**src/rtl/i2c_temp_responder_if.sv**
```systemverilog
// Bus-side signals of the I2C temperature responder: SCL/SDA, the sampled
// temperature word, and the status/debug outputs back to the controller side.
interface i2c_temp_responder_if;
  logic        SCL;
  logic        SDA_in;
  logic [15:0] Temperature;
  logic        SDA_low;
  logic        Busy;
  logic        ReadDone;
  logic [2:0]  State;

  modport master (
    output SCL, SDA_in, Temperature,
    input  SDA_low, Busy, ReadDone, State
  );

  modport slave (
    input  SCL, SDA_in, Temperature,
    output SDA_low, Busy, ReadDone, State
  );
endinterface

```
**src/rtl/i2c_temp_responder.sv**
```systemverilog
// I2C read-only target that returns a latched 16-bit temperature word as two bytes.
// Define I2C_RESPONDER_REPEAT_EN to keep streaming the word while the master ACKs byte 2.
module i2c_temp_responder #(
  parameter logic [6:0] ADDRESS     = 7'h4B,
  parameter int         SYNC_STAGES = 2
) (
  input  logic                   clock,
  input  logic                   Reset,
  i2c_temp_responder_if.slave    bus
);

  typedef enum logic [2:0] {
    S_IDLE, S_ADDR, S_AACK, S_TX, S_MACK, S_IGNORE, S_WAITSTOP
  } state_t;

  logic [SYNC_STAGES-1:0] scl_sync_q, sda_sync_q;
  logic                   scl_d1_q, sda_d1_q;
  logic                   scl_s, sda_s;
  logic                   scl_rise, scl_fall, start_det, stop_det;

  state_t      state_q, state_d;
  logic [3:0]  bit_cnt_q, bit_cnt_d;
  logic        byte_q, byte_d;
  logic [15:0] shift_q, shift_d;
  logic [6:0]  addr_q, addr_d;
  logic        sda_low_q, sda_low_d;
  logic        busy_q, busy_d;
  logic        done_q, done_d;

  // Synchronizers reset to the idle bus level so release never fakes a START.
  always_ff @(posedge clock or posedge Reset) begin
    if (Reset) begin
      scl_sync_q <= '1;
      sda_sync_q <= '1;
      scl_d1_q   <= 1'b1;
      sda_d1_q   <= 1'b1;
    end else begin
      scl_sync_q <= {scl_sync_q[SYNC_STAGES-2:0], bus.SCL};
      sda_sync_q <= {sda_sync_q[SYNC_STAGES-2:0], bus.SDA_in};
      scl_d1_q   <= scl_sync_q[SYNC_STAGES-1];
      sda_d1_q   <= sda_sync_q[SYNC_STAGES-1];
    end
  end

  assign scl_s     = scl_sync_q[SYNC_STAGES-1];
  assign sda_s     = sda_sync_q[SYNC_STAGES-1];
  assign scl_rise  = scl_s & ~scl_d1_q;
  assign scl_fall  = ~scl_s & scl_d1_q;
  assign start_det = scl_s & scl_d1_q & sda_d1_q & ~sda_s;
  assign stop_det  = scl_s & scl_d1_q & ~sda_d1_q & sda_s;

  always_ff @(posedge clock or posedge Reset) begin
    if (Reset) begin
      state_q   <= S_IDLE;
      bit_cnt_q <= '0;
      byte_q    <= 1'b0;
      shift_q   <= '0;
      addr_q    <= '0;
      sda_low_q <= 1'b0;
      busy_q    <= 1'b0;
      done_q    <= 1'b0;
    end else begin
      state_q   <= state_d;
      bit_cnt_q <= bit_cnt_d;
      byte_q    <= byte_d;
      shift_q   <= shift_d;
      addr_q    <= addr_d;
      sda_low_q <= sda_low_d;
      busy_q    <= busy_d;
      done_q    <= done_d;
    end
  end

  always_comb begin
    state_d   = state_q;
    bit_cnt_d = bit_cnt_q;
    byte_d    = byte_q;
    shift_d   = shift_q;
    addr_d    = addr_q;
    sda_low_d = sda_low_q;
    busy_d    = busy_q;
    done_d    = 1'b0;
    if (stop_det) begin
      state_d   = S_IDLE;
      sda_low_d = 1'b0;
      busy_d    = 1'b0;
    end else if (start_det) begin
      state_d   = S_ADDR;
      bit_cnt_d = '0;
      byte_d    = 1'b0;
      sda_low_d = 1'b0;
    end else begin
      unique case (state_q)
        S_ADDR: begin
          if (scl_rise) begin
            addr_d = {addr_q[5:0], sda_s};
            if (bit_cnt_q == 4'd7) begin
              bit_cnt_d = '0;
              if ({addr_q, sda_s} == {ADDRESS, 1'b1}) begin
                state_d = S_AACK;
                shift_d = bus.Temperature;
              end else begin
                state_d = S_IGNORE;
              end
            end else begin
              bit_cnt_d = bit_cnt_q + 4'd1;
            end
          end
        end
        // bit_cnt 0: waiting for the fall that starts the ACK slot; 1: ACK held.
        S_AACK: begin
          if (scl_fall) begin
            if (bit_cnt_q == 4'd0) begin
              sda_low_d = 1'b1;
              busy_d    = 1'b1;
              bit_cnt_d = 4'd1;
            end else begin
              sda_low_d = ~shift_q[15];
              shift_d   = {shift_q[14:0], 1'b0};
              bit_cnt_d = '0;
              state_d   = S_TX;
            end
          end
        end
        S_TX: begin
          if (scl_fall) begin
            if (bit_cnt_q == 4'd7) begin
              sda_low_d = 1'b0;
              bit_cnt_d = '0;
              state_d   = S_MACK;
            end else begin
              sda_low_d = ~shift_q[15];
              shift_d   = {shift_q[14:0], 1'b0};
              bit_cnt_d = bit_cnt_q + 4'd1;
            end
          end
        end
        // bit_cnt 1 marks a master ACK that continues on the following fall.
        S_MACK: begin
          if (scl_rise) begin
            if (sda_s) begin
              state_d = S_WAITSTOP;
              done_d  = byte_q;
            end else if (!byte_q) begin
              bit_cnt_d = 4'd1;
            end else begin
`ifdef I2C_RESPONDER_REPEAT_EN
              done_d    = 1'b1;
              shift_d   = bus.Temperature;
              bit_cnt_d = 4'd1;
`else
              state_d   = S_WAITSTOP;
`endif
            end
          end else if (scl_fall && bit_cnt_q == 4'd1) begin
            sda_low_d = ~shift_q[15];
            shift_d   = {shift_q[14:0], 1'b0};
            bit_cnt_d = '0;
            byte_d    = ~byte_q;
            state_d   = S_TX;
          end
        end
        default: ;
      endcase
    end
  end

  assign bus.SDA_low  = sda_low_q;
  assign bus.Busy     = busy_q;
  assign bus.ReadDone = done_q;
  assign bus.State    = state_q;

endmodule

```
**src/flat_wrapper.sv**
```systemverilog
// flat-port wrapper written by rule: the top's interface ports become plain ports
module i2c_temp_responder_flat 
#(
  parameter logic [6:0] ADDRESS     = 7'h4B,
  parameter int         SYNC_STAGES = 2
)
  (clock, Reset, bus_SCL, bus_SDA_in, bus_Temperature, bus_SDA_low, bus_Busy, bus_ReadDone, bus_State);
  i2c_temp_responder_if bus_i ();
  input  logic clock;
  input  logic Reset;
  input wire logic [$bits(bus_i.SCL)-1:0] bus_SCL;
  input wire logic [$bits(bus_i.SDA_in)-1:0] bus_SDA_in;
  input wire logic [$bits(bus_i.Temperature)-1:0] bus_Temperature;
  output wire logic [$bits(bus_i.SDA_low)-1:0] bus_SDA_low;
  output wire logic [$bits(bus_i.Busy)-1:0] bus_Busy;
  output wire logic [$bits(bus_i.ReadDone)-1:0] bus_ReadDone;
  output wire logic [$bits(bus_i.State)-1:0] bus_State;
  assign bus_i.SCL = bus_SCL;
  assign bus_i.SDA_in = bus_SDA_in;
  assign bus_i.Temperature = bus_Temperature;
  assign bus_SDA_low = bus_i.SDA_low;
  assign bus_Busy = bus_i.Busy;
  assign bus_ReadDone = bus_i.ReadDone;
  assign bus_State = bus_i.State;
  i2c_temp_responder #(.ADDRESS(ADDRESS), .SYNC_STAGES(SYNC_STAGES)) u_core (.clock(clock), .Reset(Reset), .bus(bus_i));
endmodule
```
**config.mk**
```make
export PLATFORM = sky130hd
export DESIGN_NAME = i2c_temp_responder_flat
export DESIGN_NICKNAME = d
export VERILOG_FILES = /design/src/rtl/i2c_temp_responder_if.sv /design/src/rtl/i2c_temp_responder.sv /design/src/flat_wrapper.sv
export SDC_FILE = /design/constraint.sdc
export NUM_CORES = 1
export LEC_CHECK = 0
export ABC_AREA = 1
export CORE_ASPECT_RATIO = 1.75
export CORE_MARGIN = 2
export CORE_UTILIZATION = 56
export CTS_CLUSTER_DIAMETER = 80
export DETAILED_ROUTE_END_ITERATION = 12
export GPL_TIMING_DRIVEN = 0
export HOLD_SLACK_MARGIN = 0.15
export PLACE_DENSITY_LB_ADDON = 0.1
export SETUP_SLACK_MARGIN = 0.3
export SLEW_MARGIN = 25
export SYNTH_ARGS = -nofsm -noshare
export SYNTH_HDL_FRONTEND = slang
export SYNTH_SLANG_ARGS = --single-unit
```
**constraint.sdc**
```tcl
create_clock -name clock -period 2.4 [get_ports clock]
set_input_delay 0.48 -clock clock [delete_from_list [all_inputs] [get_ports clock]]
set_output_delay 0.48 -clock clock [all_outputs]
set_load 0.005 [all_outputs]
```
# Yosys cells after proc, flatten, opt, wreduce, memory -nomap -nowiden

Cells that the tools add are included.

Register bits: 40
Bits of input ports: 20
Word-level logic and storage cells: 138

$add $sub $neg: 1
Equal/unequal tests: 34
Mux-type cells: 58
Bitwise gates (word level): 15
Reduce and logical (&&, ||, !) cells: 18

Operators with widths:

| operator           | count |
|---|---|
| $mux 16            | 9 |
| $pmux 16 s4        | 1 |
| $mux 3             | 13 |
| $mux 4             | 9 |
| $ne 4x1->1 const B | 7 |
| $mux 1             | 23 |
| $pmux 4 s4         | 1 |
| $ne 2x1->1 const B | 6 |
| $ne 4x4->1 const B | 3 |
| $pmux 3 s4         | 1 |
| $reduce_and 12->1  | 1 |
| $reduce_and 4->1   | 3 |
| $ne 2x2->1 const B | 5 |
| $reduce_bool 2->1  | 5 |
| $reduce_bool 5->1  | 2 |
| $ne 3x1->1 const B | 3 |
| $reduce_and 9->1   | 1 |
| $eq 8x8->1 const B | 1 |
| $not 1->1          | 8 |
| $reduce_and 8->1   | 1 |
| $and 1x1->1        | 7 |
| $eq 3x2->1 const B | 2 |
| $ne 6x5->1 const B | 1 |
| $reduce_bool 6->1  | 1 |
| 12 further kinds   | 12 |

# Logic depth before layout (Yosys ltp)

Gate-level depths: netlist of run 1.

Depth in word-level cells: 8
Gate-level depth with buffers: 12
Depth with buffers taken out: 12

# Worst setup path after synthesis of run 1

Ideal clock, no wire load.

Path type: flip-flop to flip-flop
Start: reg u_core.scl_sync_q[1]
End: reg u_core.shift_q[10]
Arrival: 1585 ps
Data required time: 2284 ps
Setup slack: 698 ps
Cell stages (with the launch flop): 11
Buffers on the path: 1
Path through: dfstp_2 inv_2 nor2_2 inv_2 nand2_1 nand3_2 nor3_4 nand2_4 buf_6 nand2_1 nand2_1

Cells in the longest elaborated chain, start to end: 5

RTL lines:

| what                                                     | line                                                                         | text |
|---|---|---|
| start: declaration                                       | i2c_temp_responder.sv:16                                                     | `logic [SYNC_STAGES-1:0] scl_sync_q, sda_sync_q;` |
| start signal: assignment                                 | i2c_temp_responder.sv:38                                                     | `scl_sync_q <= {scl_sync_q[SYNC_STAGES-2:0], bus.SCL};` |
| $and 1x1->1 or $not 1->1 (tied branches)                 | i2c_temp_responder.sv:49, i2c_temp_responder.sv:50, i2c_temp_responder.sv:48 |  |
| $and 1x1->1, on equally long branches                    | i2c_temp_responder.sv:49, i2c_temp_responder.sv:48, i2c_temp_responder.sv:50 |  |
| $and 1x1->1, or another cell as far along                | i2c_temp_responder.sv:49                                                     | `assign start_det = scl_s & scl_d1_q & sda_d1_q & ~sda_s;` |
| $not 1->1 (no source line) or $ne 2x1->1 (tied branches) | -                                                                            |  |
| $reduce_and 12->1 (no source line) *                     | -                                                                            |  |
| end signal: assignment                                   | i2c_temp_responder.sv:66                                                     | `shift_q <= shift_d;` |
| end: declaration                                         | i2c_temp_responder.sv:24                                                     | `logic [15:0] shift_q, shift_d;` |

Every way passes the cells marked *; elsewhere a longest branch is shown, timed or not.
A chain may end at the register's enable or synchronous reset.

# Worst setup path in the final report of run 1

Start: reg u_core.bit_cnt_q[0]
End: reg u_core.shift_q[8]

Cells in the longest elaborated chain, start to end: 4

RTL lines:

| what                                 | line                      | text |
|---|---|---|
| start: declaration                   | i2c_temp_responder.sv:22  | `logic [3:0] bit_cnt_q, bit_cnt_d;` |
| start signal: assignment             | i2c_temp_responder.sv:64  | `bit_cnt_q <= bit_cnt_d;` |
| $eq 4x1->1                           | i2c_temp_responder.sv:155 | `end else if (scl_fall && bit_cnt_q == 4'd1) begin` |
| $logic_and 1x1->1                    | i2c_temp_responder.sv:155 |  |
| $ne 2x1->1 (no source line)          | -                         |  |
| $reduce_and 12->1 (no source line) * | -                         |  |

Marks and branches as above.

==> results of run 1 <==
-- critical path, delay by kind of cell, from the launching register on --
family	cells	cell delay, ns
adder cells (fa/ha/maj)	1	0.23
AND/OR/NAND/NOR	7	1.02
flip-flops	1	0.44
buffers and inverters	1	0.17
-- sequential cells by signal, indices dropped and copies added (netlist names), 2 cells and up --
name               flops
u_core.addr_q          7
u_core.bit_cnt_q       4
u_core.bus.State       3
u_core.scl_sync_q      2
u_core.sda_sync_q      2
u_core.shift_q        16
-- how the worst min path moves through the flow --
stage	from	to	slack (ns)	depth (start not counted)
detailed placement	u_core.scl_sync_q[0]	u_core.scl_sync_q[1]	0.35	0
finish	u_core.scl_sync_q[0]	u_core.scl_sync_q[1]	0.36	0
CTS	u_core.scl_sync_q[0]	u_core.scl_sync_q[1]	0.36	0
floorplan	u_core.scl_sync_q[0]	u_core.scl_sync_q[1]	0.35	0
global route	u_core.sda_sync_q[0]	u_core.sda_sync_q[1]	0.37	0
global placement	u_core.scl_sync_q[0]	u_core.scl_sync_q[1]	0.35	0
-- final cells by class --
class	instances	area [um^2]
Fill cell	336	1110
Multi-Input combinational cell	239	1090
Sequential cell	40	1010
Timing Repair Buffer	32	315
Inverter	31	116
Clock buffer	6	82.6
Tap cell	48	60.1
Buffer	6	40.0
Clock inverter	2	38.8
-- logic make-up (layout without fill, tap and decap cells) --
logic type | after synthesis | after routing
simple gates | 215 | 215
xor+xnor | 1 | 1
fa+ha+maj | 3 | 3
flops | 40 | 40
compound gates | 20 | 20
buf+inv | 37 | 77
-- routing by layer --
layer / track usage (%) / share of wire (%) / up-vias
met5: 0 / 0 / -
met4: 13.2 / 3.2 / 0
met3: 3.24 / 3.0 / 19
met2: 44.3 / 54 / 60
met1: 26.5 / 40 / 965
li1: - / - / 1063
-- power by group --
part           switching, uW  internal (uW)
Clock                    245            340
Combinational           1150            759
Sequential               190            954
Total                   1580           2050
-- cell usage in the layout (no fill, tap or decap), types with 3 or more instances in the layout --
| cell type | synthesis | routed |
|---|---|---|
| nand2_1 | 138 | 138 |
| dfstp_2 | 6 | 6 |
| nor3_1 | 6 | 6 |
| clkbuf_8 | 0 | 6 |
| buf_4 | 1 | 7 |
| o21ai_0 | 11 | 11 |
| nor2_4 | 2 | 3 |
| nor2_1 | 24 | 21 |
| nor2_2 | 2 | 4 |
| nand3b_1 | 3 | 3 |
| inv_1 | 21 | 20 |
| clkdlybuf4s50_1 | 0 | 25 |
| ha_1 | 3 | 3 |
| a21oi_1 | 7 | 7 |
| inv_2 | 10 | 11 |
| nand3_1 | 31 | 31 |
| dfrtp_1 | 34 | 34 |
-- what timing repair did --
| item | in CTS | in global routing |
|---|---|---|
| endpoints found under the setup margin | 0 | 22 |
| gates resized for setup | 0 | 5 |
| setup buffers | 0 | 6 |
-- stage by stage --
stage | cells | hold slack [ns]
after global placement | 389 | 0.346
final | 404 | 0.359
after floorplan | 316 | 0.345
after global routing | 404 | 0.370
after detailed placement | 390 | 0.348
after CTS | 398 | 0.360
==> impl_metrics.py, run 1 <==
metrics = {
    "synthesis": {
        "syn_area_um2": 2240,
        "synth-main-ff-cell": "dfrtp_1",
        "synth_common_cells": "nand2_1 (138), dfrtp_1 (34), nand3_1 (31), nor2_1 (24), inv_1 (21)",
        "synth_cell_types": 28,
        "muxShareOfSynthArea_pct": 0,
        "syn_nets": 339,
        "syn_inst": 316,
        "synth_compound_area_share_pct": 4.57,
        "synth_top_family_by_area": "simple AND/OR/NAND/NOR gates",
        "synth_fa_ha_area_share_pct": 1.67,
        "synth_top_cell_by_area": "dfrtp_1",
        "synth_most_common_cell": "nand2_1",
        "ys_async_sr_fraction_pct": 100,
        "synth.yosys.seq_area_share_pct": 44.9,
        "synthSimpleGateAreaFrac_pct": 41.6,
        "synth_area_per_cell_um2": 7.10,
        "synth_seq_cells": 40,
        "netlist.area_leader.share_pct": 37.9,
        "synth_xor_xnor_area_share_pct": 0.390,
        "synth_edf_count": 0,
        "synth_area_leaders": "dfrtp_1 (38%), nand2_1 (23%), dfstp_2 (7.0%)",
        "yosysWarningCount": 0,
    },
    "grt": {
        "grt_max_degree": 32,
        "overflow": 0,
        "antenna_found_initial": 0,
        "grt_pass1_wl_mm": 8.43,
        "grt_pass1_vias": 1999,
        "groute.usage.overall_pct": 24.4,
    },
    "final_layout": {
        "postLayoutCellArea_um2": 2760,
        "drive_gt1_share_pct": 14.6,
        "layout.nets": 378,
        "area_delta_synth_final_pct": 22.8,
        "diodes": 0,
        "utilization_pct": 71.3,
    },
    "route": {
        "detail-route-antenna-nets": 0,
        "num_vias": 2107,
        "via_per_inst": 5.22,
        "wirelength_mm": 4.85,
        "routedWlPerCell_um": 12.0,
        "post-route-drc-count": 0,
        "firstDrtPassIters": 4,
        "drt_iter0_drc": 53,
    },
    "timing": {
        "max_slew_margin_pct": 76.1,
        "tightest_slew_ns": 0.355,
        "rsz0062_at_grt": "true",
        "finClkSkew_ns": 0.00628,
        "setup_violations": 0,
        "fin_crit_sh_pct": 81.5,
        "drv_slew": 0,
        "period_needed_ns": 1.95,
        "setup_ws_ns": 0.445,
        "max_clock_freq_mhz": 512,
        "hold_viol": 0,
        "finalSetupTns_ns": 0,
    },
    "power": {
        "powerDensity_nw_per_um2": 1320,
        "finalPower_uw": 3640,
        "ir_drop_uv": 982,
        "p_leak_uw": 0.00148,
    },
    "run": {
        "cap_violations": 0,
    },
    "cts": {
        "htreeDepth": 2,
        "clock-sinks": 40,
        "cts_buffers": 5,
        "cts-root-buf": "clkbuf_8",
        "clkTransAtPathRegs_ns": 0.08,
        "clk-insertion-delay-late_ns": 0.29,
        "cts_tree": "yes",
        "cts_hold_buf": 0,
        "cts_buffer_depth": 2,
    },
    "floorplan": {
        "rows": 30,
        "die_area_um2": 4550,
        "die_w_um": 51.9,
        "core-area_um2": 3870,
        "initial_core_util_pct": 58.1,
        "die_h_um": 87.8,
        "io_pins": 26,
    },
    "worst_setup_path": {
        "required_ns": 2.59,
        "reg2reg_depth": 9,
        "path_max_fanout": 10,
        "critPathLaunch": "u_core.bit_cnt_q[0]",
        "crit_path_start_kind": "flop",
        "ff2ff_setup_slack_ns": 0.45,
        "critPathMostFrequentCell": "nand2_1",
        "end_kind": "flop",
        "crit_chain": "ha_1 > nand2_1 > nor2_2 > nor3_1 > nor3_4 > nand2_4 > buf_6 > nand2_1 > nand2_1",
        "max_stage_delay_ns": 0.44,
        "crit_type": "reg -> reg",
        "slowest_stage": "dfrtp_1",
        "cp_data_arrival_time_ns": 2.15,
        "cp-endpoint": "u_core.shift_q[8]",
        "r2r_start": "u_core.bit_cnt_q[0]",
        "regToRegEndpoint": "u_core.shift_q[8]",
    },
    "run_status": {
        "status": "finished, final reports clean",
    },
    "place": {
        "placed_area_um2": 2570,
        "place_congestion": 0.973,
        "port_buffers": 25,
        "dp_hpwl_mm": 3.53,
        "place_ws_ns": 0.332,
    },
    "hold_path": {
        "hp-class": "reg -> reg",
    },
}
No activity file was read; power rests on OpenSTA's default activity.
==> run 2: changes to the inputs <==
==> constraint.sdc (replaced) <==
create_clock -name clock -period 2.05 [get_ports clock]
set_input_delay 0.41 -clock clock [delete_from_list [all_inputs] [get_ports clock]]
set_output_delay 0.41 -clock clock [all_outputs]
set_load 0.005 [all_outputs]
==> impl_metrics.py, run 2 (synthesis gave the netlist of run 1 again) <==
metrics = {
    "run_status": {
        "status": "finished, final reports clean",
    },
    "final_layout": {
        "postLayoutCellArea_um2": 3080,
        "diodes": 0,
        "top_register": "u_core.shift_q",
        "drive_gt1_share_pct": 28.0,
        "multi_input_area_um2": 1210,
        "n_fill_cell": 259,
        "final_cell_mix": "nand2_1 (119), dfrtp_1 (31), buf_4 (30)",
        "area_delta_synth_final_pct": 37.3,
        "reg_top3": "u_core.shift_q (16), u_core.addr_q (7), u_core.bit_cnt_q (4)",
        "layout.nets": 401,
        "final-seq-area_um2": 1010,
        "largest_reg_flops": 16,
        "final_common_cell": "nand2_1",
    },
    "cts": {
        "cts-root-buf": "clkbuf_8",
        "clkTransAtPathRegs_ns": 0.08,
        "clock-sinks": 40,
        "cts_hold_buf": 0,
        "cts_buffer_depth": 2,
        "cts_tree": "yes",
        "htreeDepth": 2,
        "cts_buffers": 5,
        "clk-insertion-delay-late_ns": 0.30,
    },
    "grt": {
        "grt_pass1_wl_mm": 8.94,
        "antenna_found_initial": 0,
        "grt_pass1_vias": 2060,
        "groute.usage.overall_pct": 26.2,
        "grt_max_degree": 32,
        "overflow": 0,
    },
    "worst_setup_path": {
        "ff2ff_setup_slack_ns": 0.19,
        "crit_type": "reg -> reg",
        "path_max_fanout": 5,
        "end_kind": "flop",
        "reg2reg_depth": 10,
        "crit_path_start_kind": "flop",
        "r2r_start": "u_core.scl_d1_q",
        "slowest_stage": "dfstp_2",
        "required_ns": 2.24,
        "regToRegEndpoint": "u_core.shift_q[14]",
        "cp_data_arrival_time_ns": 2.05,
        "crit_chain": "inv_2 > nor2_4 > inv_2 > nand2_4 > nand3_4 > nor3_4 > nand2_4 > buf_4 > nand2_1 > nand2_1",
        "critPathLaunch": "u_core.scl_d1_q",
        "max_stage_delay_ns": 0.58,
    },
    "route": {
        "drt_iter0_drc": 90,
        "routedWlPerCell_um": 14.1,
        "via_per_inst": 5.40,
        "wirelength_mm": 6.04,
        "detail-route-antenna-nets": 0,
        "post-route-drc-count": 0,
        "num_vias": 2306,
        "firstDrtPassIters": 4,
    },
    "floorplan": {
        "die_area_um2": 4550,
        "initial_core_util_pct": 58.1,
        "die_w_um": 51.9,
        "core-area_um2": 3870,
        "die_h_um": 87.8,
        "rows": 30,
        "io_pins": 26,
    },
    "timing": {
        "finalSetupTns_ns": 0,
        "period_needed_ns": 1.86,
        "hold_slack_ns": 0.350,
        "hold_viol": 0,
        "rsz0062_at_grt": "true",
        "fin_crit_sh_pct": 90.5,
        "finClkSkew_ns": 0.00538,
        "setup_ws_ns": 0.194,
        "drv_slew": 0,
        "tightest_slew_ns": 0.334,
        "setup_violations": 0,
        "max_slew_margin_pct": 77.7,
        "max_clock_freq_mhz": 539,
    },
    "place": {
        "place_ws_ns": -0.0185,
        "placed_area_um2": 2570,
        "port_buffers": 25,
        "place_congestion": 0.973,
        "dp_hpwl_mm": 3.53,
    },
    "power": {
        "p_leak_uw": 0.00162,
        "powerDensity_nw_per_um2": 1580,
        "ir_drop_uv": 1340,
    },
    "run": {
        "cap_violations": 0,
    },
    "hold_path": {
        "hp-class": "in -> async",
    },
}
[run 2: how the worst max path moves through the flow]
stage | to | slack, ns | depth (start not counted)
finish | u_core.shift_q[14] | 0.19 | 10
global route | u_core.shift_q[0] | 0.09 | 10
CTS | u_core.bit_cnt_q[3] | 0.29 | 11
detailed placement | u_core.shift_q[8] | -0.02 | 9
global placement | u_core.bus.State[0] | -0.1 | 2
floorplan | u_core.shift_q[10] | 0.35 | 10
[run 2: repair_timing]
action / 4_1_cts / 5_1_grt
pin swaps: 5 / 14
cloned: 0 / 1
setup endpoints to repair: 24 / 24
resized for setup: 15 / 33
buffers inserted: 13 / 15
[run 2: metrics by stage]
| stage | power [uW] | util (%) | cells |
|---|---|---|---|
| 2_1_floorplan | 2870 | - | 316 |
| 3_3_place_gp | 3360 | 66.1 | 389 |
| 3_5_place_dp | 3400 | 66.6 | 390 |
| 4_1_cts | 4340 | 73.4 | 411 |
| 5_1_grt | 5230 | 79.7 | 427 |
| 6_report | 4870 | 79.7 | 427 |
[run 2: final cells by class]
class | count | area share [%]
Tap cell | 48 | 1.95
Inverter | 31 | 3.86
Timing Repair Buffer | 55 | 16.5
Clock buffer | 6 | 2.68
Multi-Input combinational cell | 239 | 39.4
Clock inverter | 2 | 1.26
Buffer | 6 | 1.50
Sequential cell | 40 | 32.8
[run 2: where the power goes]
| part | total [uW] | internal (uW) | leakage, uW | switching (uW) |
|---|---|---|---|---|
| clock | 695 | 398 | 0.0000614 | 297 |
| sequential | 1390 | 1120 | 0.000486 | 265 |
| combinational | 2790 | 1180 | 0.00108 | 1600 |
[run 2: worst max-delay path: cells and delay by family (launching register included)]
family,cells,cell delay (ns)
and+or+nand+nor,7,0.85
DFF,1,0.58
buffers and inverters,3,0.31
[run 2: routing by layer]
layer	global-route usage, %	share of wire, %	vias to the layer above
met4	13.9	5.7	0
met5	0	0	-
met2	47.6	53	108
met3	3.07	4.5	39
met1	28.6	36	1047
li1	-	-	1112
==> run 3: changes to the inputs <==
--- a/config.mk
+++ b/config.mk
@@ -7,11 +7,10 @@
 export LEC_CHECK = 0
 export ABC_AREA = 1
 export CORE_ASPECT_RATIO = 1.75
-export CORE_MARGIN = 2
-export CORE_UTILIZATION = 56
+export CORE_UTILIZATION = 50
 export CTS_CLUSTER_DIAMETER = 80
 export DETAILED_ROUTE_END_ITERATION = 12
-export GPL_TIMING_DRIVEN = 0
+export GPL_TIMING_DRIVEN = 1
 export HOLD_SLACK_MARGIN = 0.15
 export PLACE_DENSITY_LB_ADDON = 0.1
 export SETUP_SLACK_MARGIN = 0.3
==> impl_metrics.py, run 3 (synthesis gave the netlist of run 1 again) <==
metrics = {
    "route": {
        "firstDrtPassIters": 4,
        "num_vias": 2168,
        "via_per_inst": 5.26,
        "wirelength_mm": 5.39,
        "routedWlPerCell_um": 13.1,
        "post-route-drc-count": 0,
        "detail-route-antenna-nets": 0,
        "drt_iter0_drc": 80,
    },
    "cts": {
        "cts_buffer_depth": 2,
        "clock-sinks": 40,
        "cts_buffers": 5,
        "clk-insertion-delay-late_ns": 0.29,
        "cts-root-buf": "clkbuf_8",
        "htreeDepth": 2,
        "cts_hold_buf": 0,
        "clkTransAtPathRegs_ns": 0.07,
        "cts_tree": "yes",
    },
    "worst_setup_path": {
        "crit_path_start_kind": "flop",
        "ff2ff_setup_slack_ns": 0.31,
        "crit_family": "simple AND/OR/NAND/NOR gates",
        "crit_type": "reg -> reg",
        "crit_chain": "inv_2 > nor2_4 > nand3_1 > nand2_2 > nand2_2 > nor2_4 > buf_6 > nand3_1 > nand2_1",
        "cp_data_arrival_time_ns": 1.97,
        "r2r_start": "u_core.scl_d1_q",
        "slowest_stage": "dfstp_2",
        "crit_buf_inv": 2,
        "critPathLaunch": "u_core.scl_d1_q",
        "end_kind": "flop",
        "max_stage_delay_ns": 0.59,
        "path_max_fanout": 8,
        "required_ns": 2.28,
    },
    "hold_path": {
        "hp-class": "reg -> reg",
        "hold_path_startpoint": "u_core.sda_sync_q[0]",
    },
    "power": {
        "p_switching_uw": 2050,
        "powerDensity_nw_per_um2": 1510,
        "p_sw_share_pct": 46.2,
        "p_leak_uw": 0.00152,
        "ir_drop_uv": 1070,
        "clkPwrFrac_pct": 12.5,
        "power.internal_uw": 2380,
        "seq_power_share_pct": 31.6,
        "combPwrFrac_pct": 55.8,
    },
    "run": {
        "cap_violations": 0,
    },
    "run_status": {
        "status": "finished, final reports clean",
    },
    "timing": {
        "max_clock_freq_mhz": 574,
        "setup_violations": 0,
        "hold_slack_ns": 0.358,
        "max_slew_margin_pct": 66.2,
        "finClkSkew_ns": 0.0111,
        "fin_crit_sh_pct": 85.0,
        "tightest_slew_ns": 0.506,
        "hold_viol": 0,
        "period_needed_ns": 1.74,
        "finalSetupTns_ns": 0,
        "rsz0062_at_grt": "true",
        "drv_slew": 0,
        "setup_ws_ns": 0.307,
    },
    "floorplan": {
        "die_h_um": 90.6,
        "io_pins": 26,
        "die_w_um": 52.7,
        "rows": 31,
        "initial_core_util_pct": 53.1,
        "die_area_um2": 4770,
        "core-area_um2": 4230,
    },
    "place": {
        "port_buffers": 25,
        "place_ws_ns": 0.158,
        "place_congestion": 0.982,
        "dp_hpwl_mm": 3.67,
    },
    "grt": {
        "antenna_found_initial": 0,
        "grt_pass1_vias": 1994,
        "grt_max_degree": 41,
        "grt_pass1_wl_mm": 8.61,
        "groute.usage.overall_pct": 24.0,
        "overflow": 0,
    },
    "final_layout": {
        "utilization_pct": 69.4,
        "area_delta_synth_final_pct": 30.7,
        "drive_gt1_share_pct": 23.4,
        "top_register": "u_core.shift_q",
        "reg_top3": "u_core.shift_q (16), u_core.addr_q (7), u_core.bit_cnt_q (4)",
        "largest_reg_flops": 16,
        "layout.nets": 385,
        "final_cell_mix": "nand2_1 (129), dfrtp_1 (29), nand3_1 (27)",
        "diodes": 0,
        "n_fill_cell": 348,
        "final_common_cell": "nand2_1",
    },
}
==> run 3: cell count changes in the layout (fill, tap and decap cells not counted), moves of 2 or more <==
| cell | previous run | this run |
|---|---|---|
| nand3_1 | 29 | 27 |
| nand3_2 | 3 | 5 |
| nand2_2 | 19 | 9 |
| dfrtp_2 | 3 | 5 |
| nand2_1 | 119 | 129 |
| inv_2 | 12 | 10 |
| clkinvlp_4 | 0 | 2 |
| dfrtp_1 | 31 | 29 |
| buf_4 | 30 | 14 |
| buf_6 | 1 | 5 |
==> run 3: metal layers <==
| metal | routed length (um) | share of wire [%] | track usage (%) | vias up |
|---|---|---|---|---|
| li1 | - | - | - | 1079 |
| met4 | 152 | 2.8 | 12.7 | 0 |
| met1 | 2110 | 39 | 27.1 | 1008 |
| met3 | 173 | 3.2 | 3.70 | 14 |
| met2 | 2950 | 55 | 41.2 | 67 |
| met5 | 0 | 0 | 0 | - |
==> run 3: layout make-up <==
class	count	area, um^2	share of cell area, %
tap	49	61.3	2.09
sequential	40	1010	34.6
multi-input combinational	240	1220	41.7
timing repair buffer	44	412	14.0
inverter	31	124	4.22
clock inverter	2	15.0	0.512
clock buffer	6	82.6	2.82
==> run 3: metrics by stage <==
stage	instances	total power, uW	cell area, um^2
2_1_floorplan	316	2870	2240
3_3_place_gp	393	3410	2590
3_5_place_dp	393	3450	2590
4_1_cts	401	4040	2700
5_1_grt	412	4850	2930
6_report	412	4430	2930
==> run 3: worst reg2reg max path, cell delays in order, from the launching register on <==
cell,delay [ns]
dfstp_2,0.59
inv_2,0.06
nor2_4,0.13
nand3_1,0.13
nand2_2,0.14
nand2_2,0.09
nor2_4,0.23
buf_6,0.17
nand3_1,0.09
nand2_1,0.07
==> run 3: repair_timing <==
item                       in CTS  in global routing
setup endpoints to repair      20                 29
buffers inserted                0                  9
resized for setup               7                 43
gates cloned                    0                  2
pin swaps                       0                  7
==> run 3: power by group through the flow <==
stage	Combinational, uW	Clock [uW]	Sequential (uW)
4_1_cts	2120	573	1350
3_3_place_gp	2070	0	1350
2_1_floorplan	1570	0	1310
6_report	2470	555	1400
5_1_grt	2800	609	1430
3_5_place_dp	2090	0	1360
==> run 3: path summary, 6_finish.rpt <==
check | cells past startpoint | endpoint
hold / removal | 0 | u_core.sda_sync_q[1]
min in group asynchronous | 3 | u_core.addr_q[2]
hold reg to reg | 0 | u_core.sda_sync_q[1]
setup / recovery | 9 | u_core.shift_q[3]
max in group asynchronous | 3 | u_core.sda_sync_q[0]
setup reg to reg | 9 | u_core.shift_q[3]
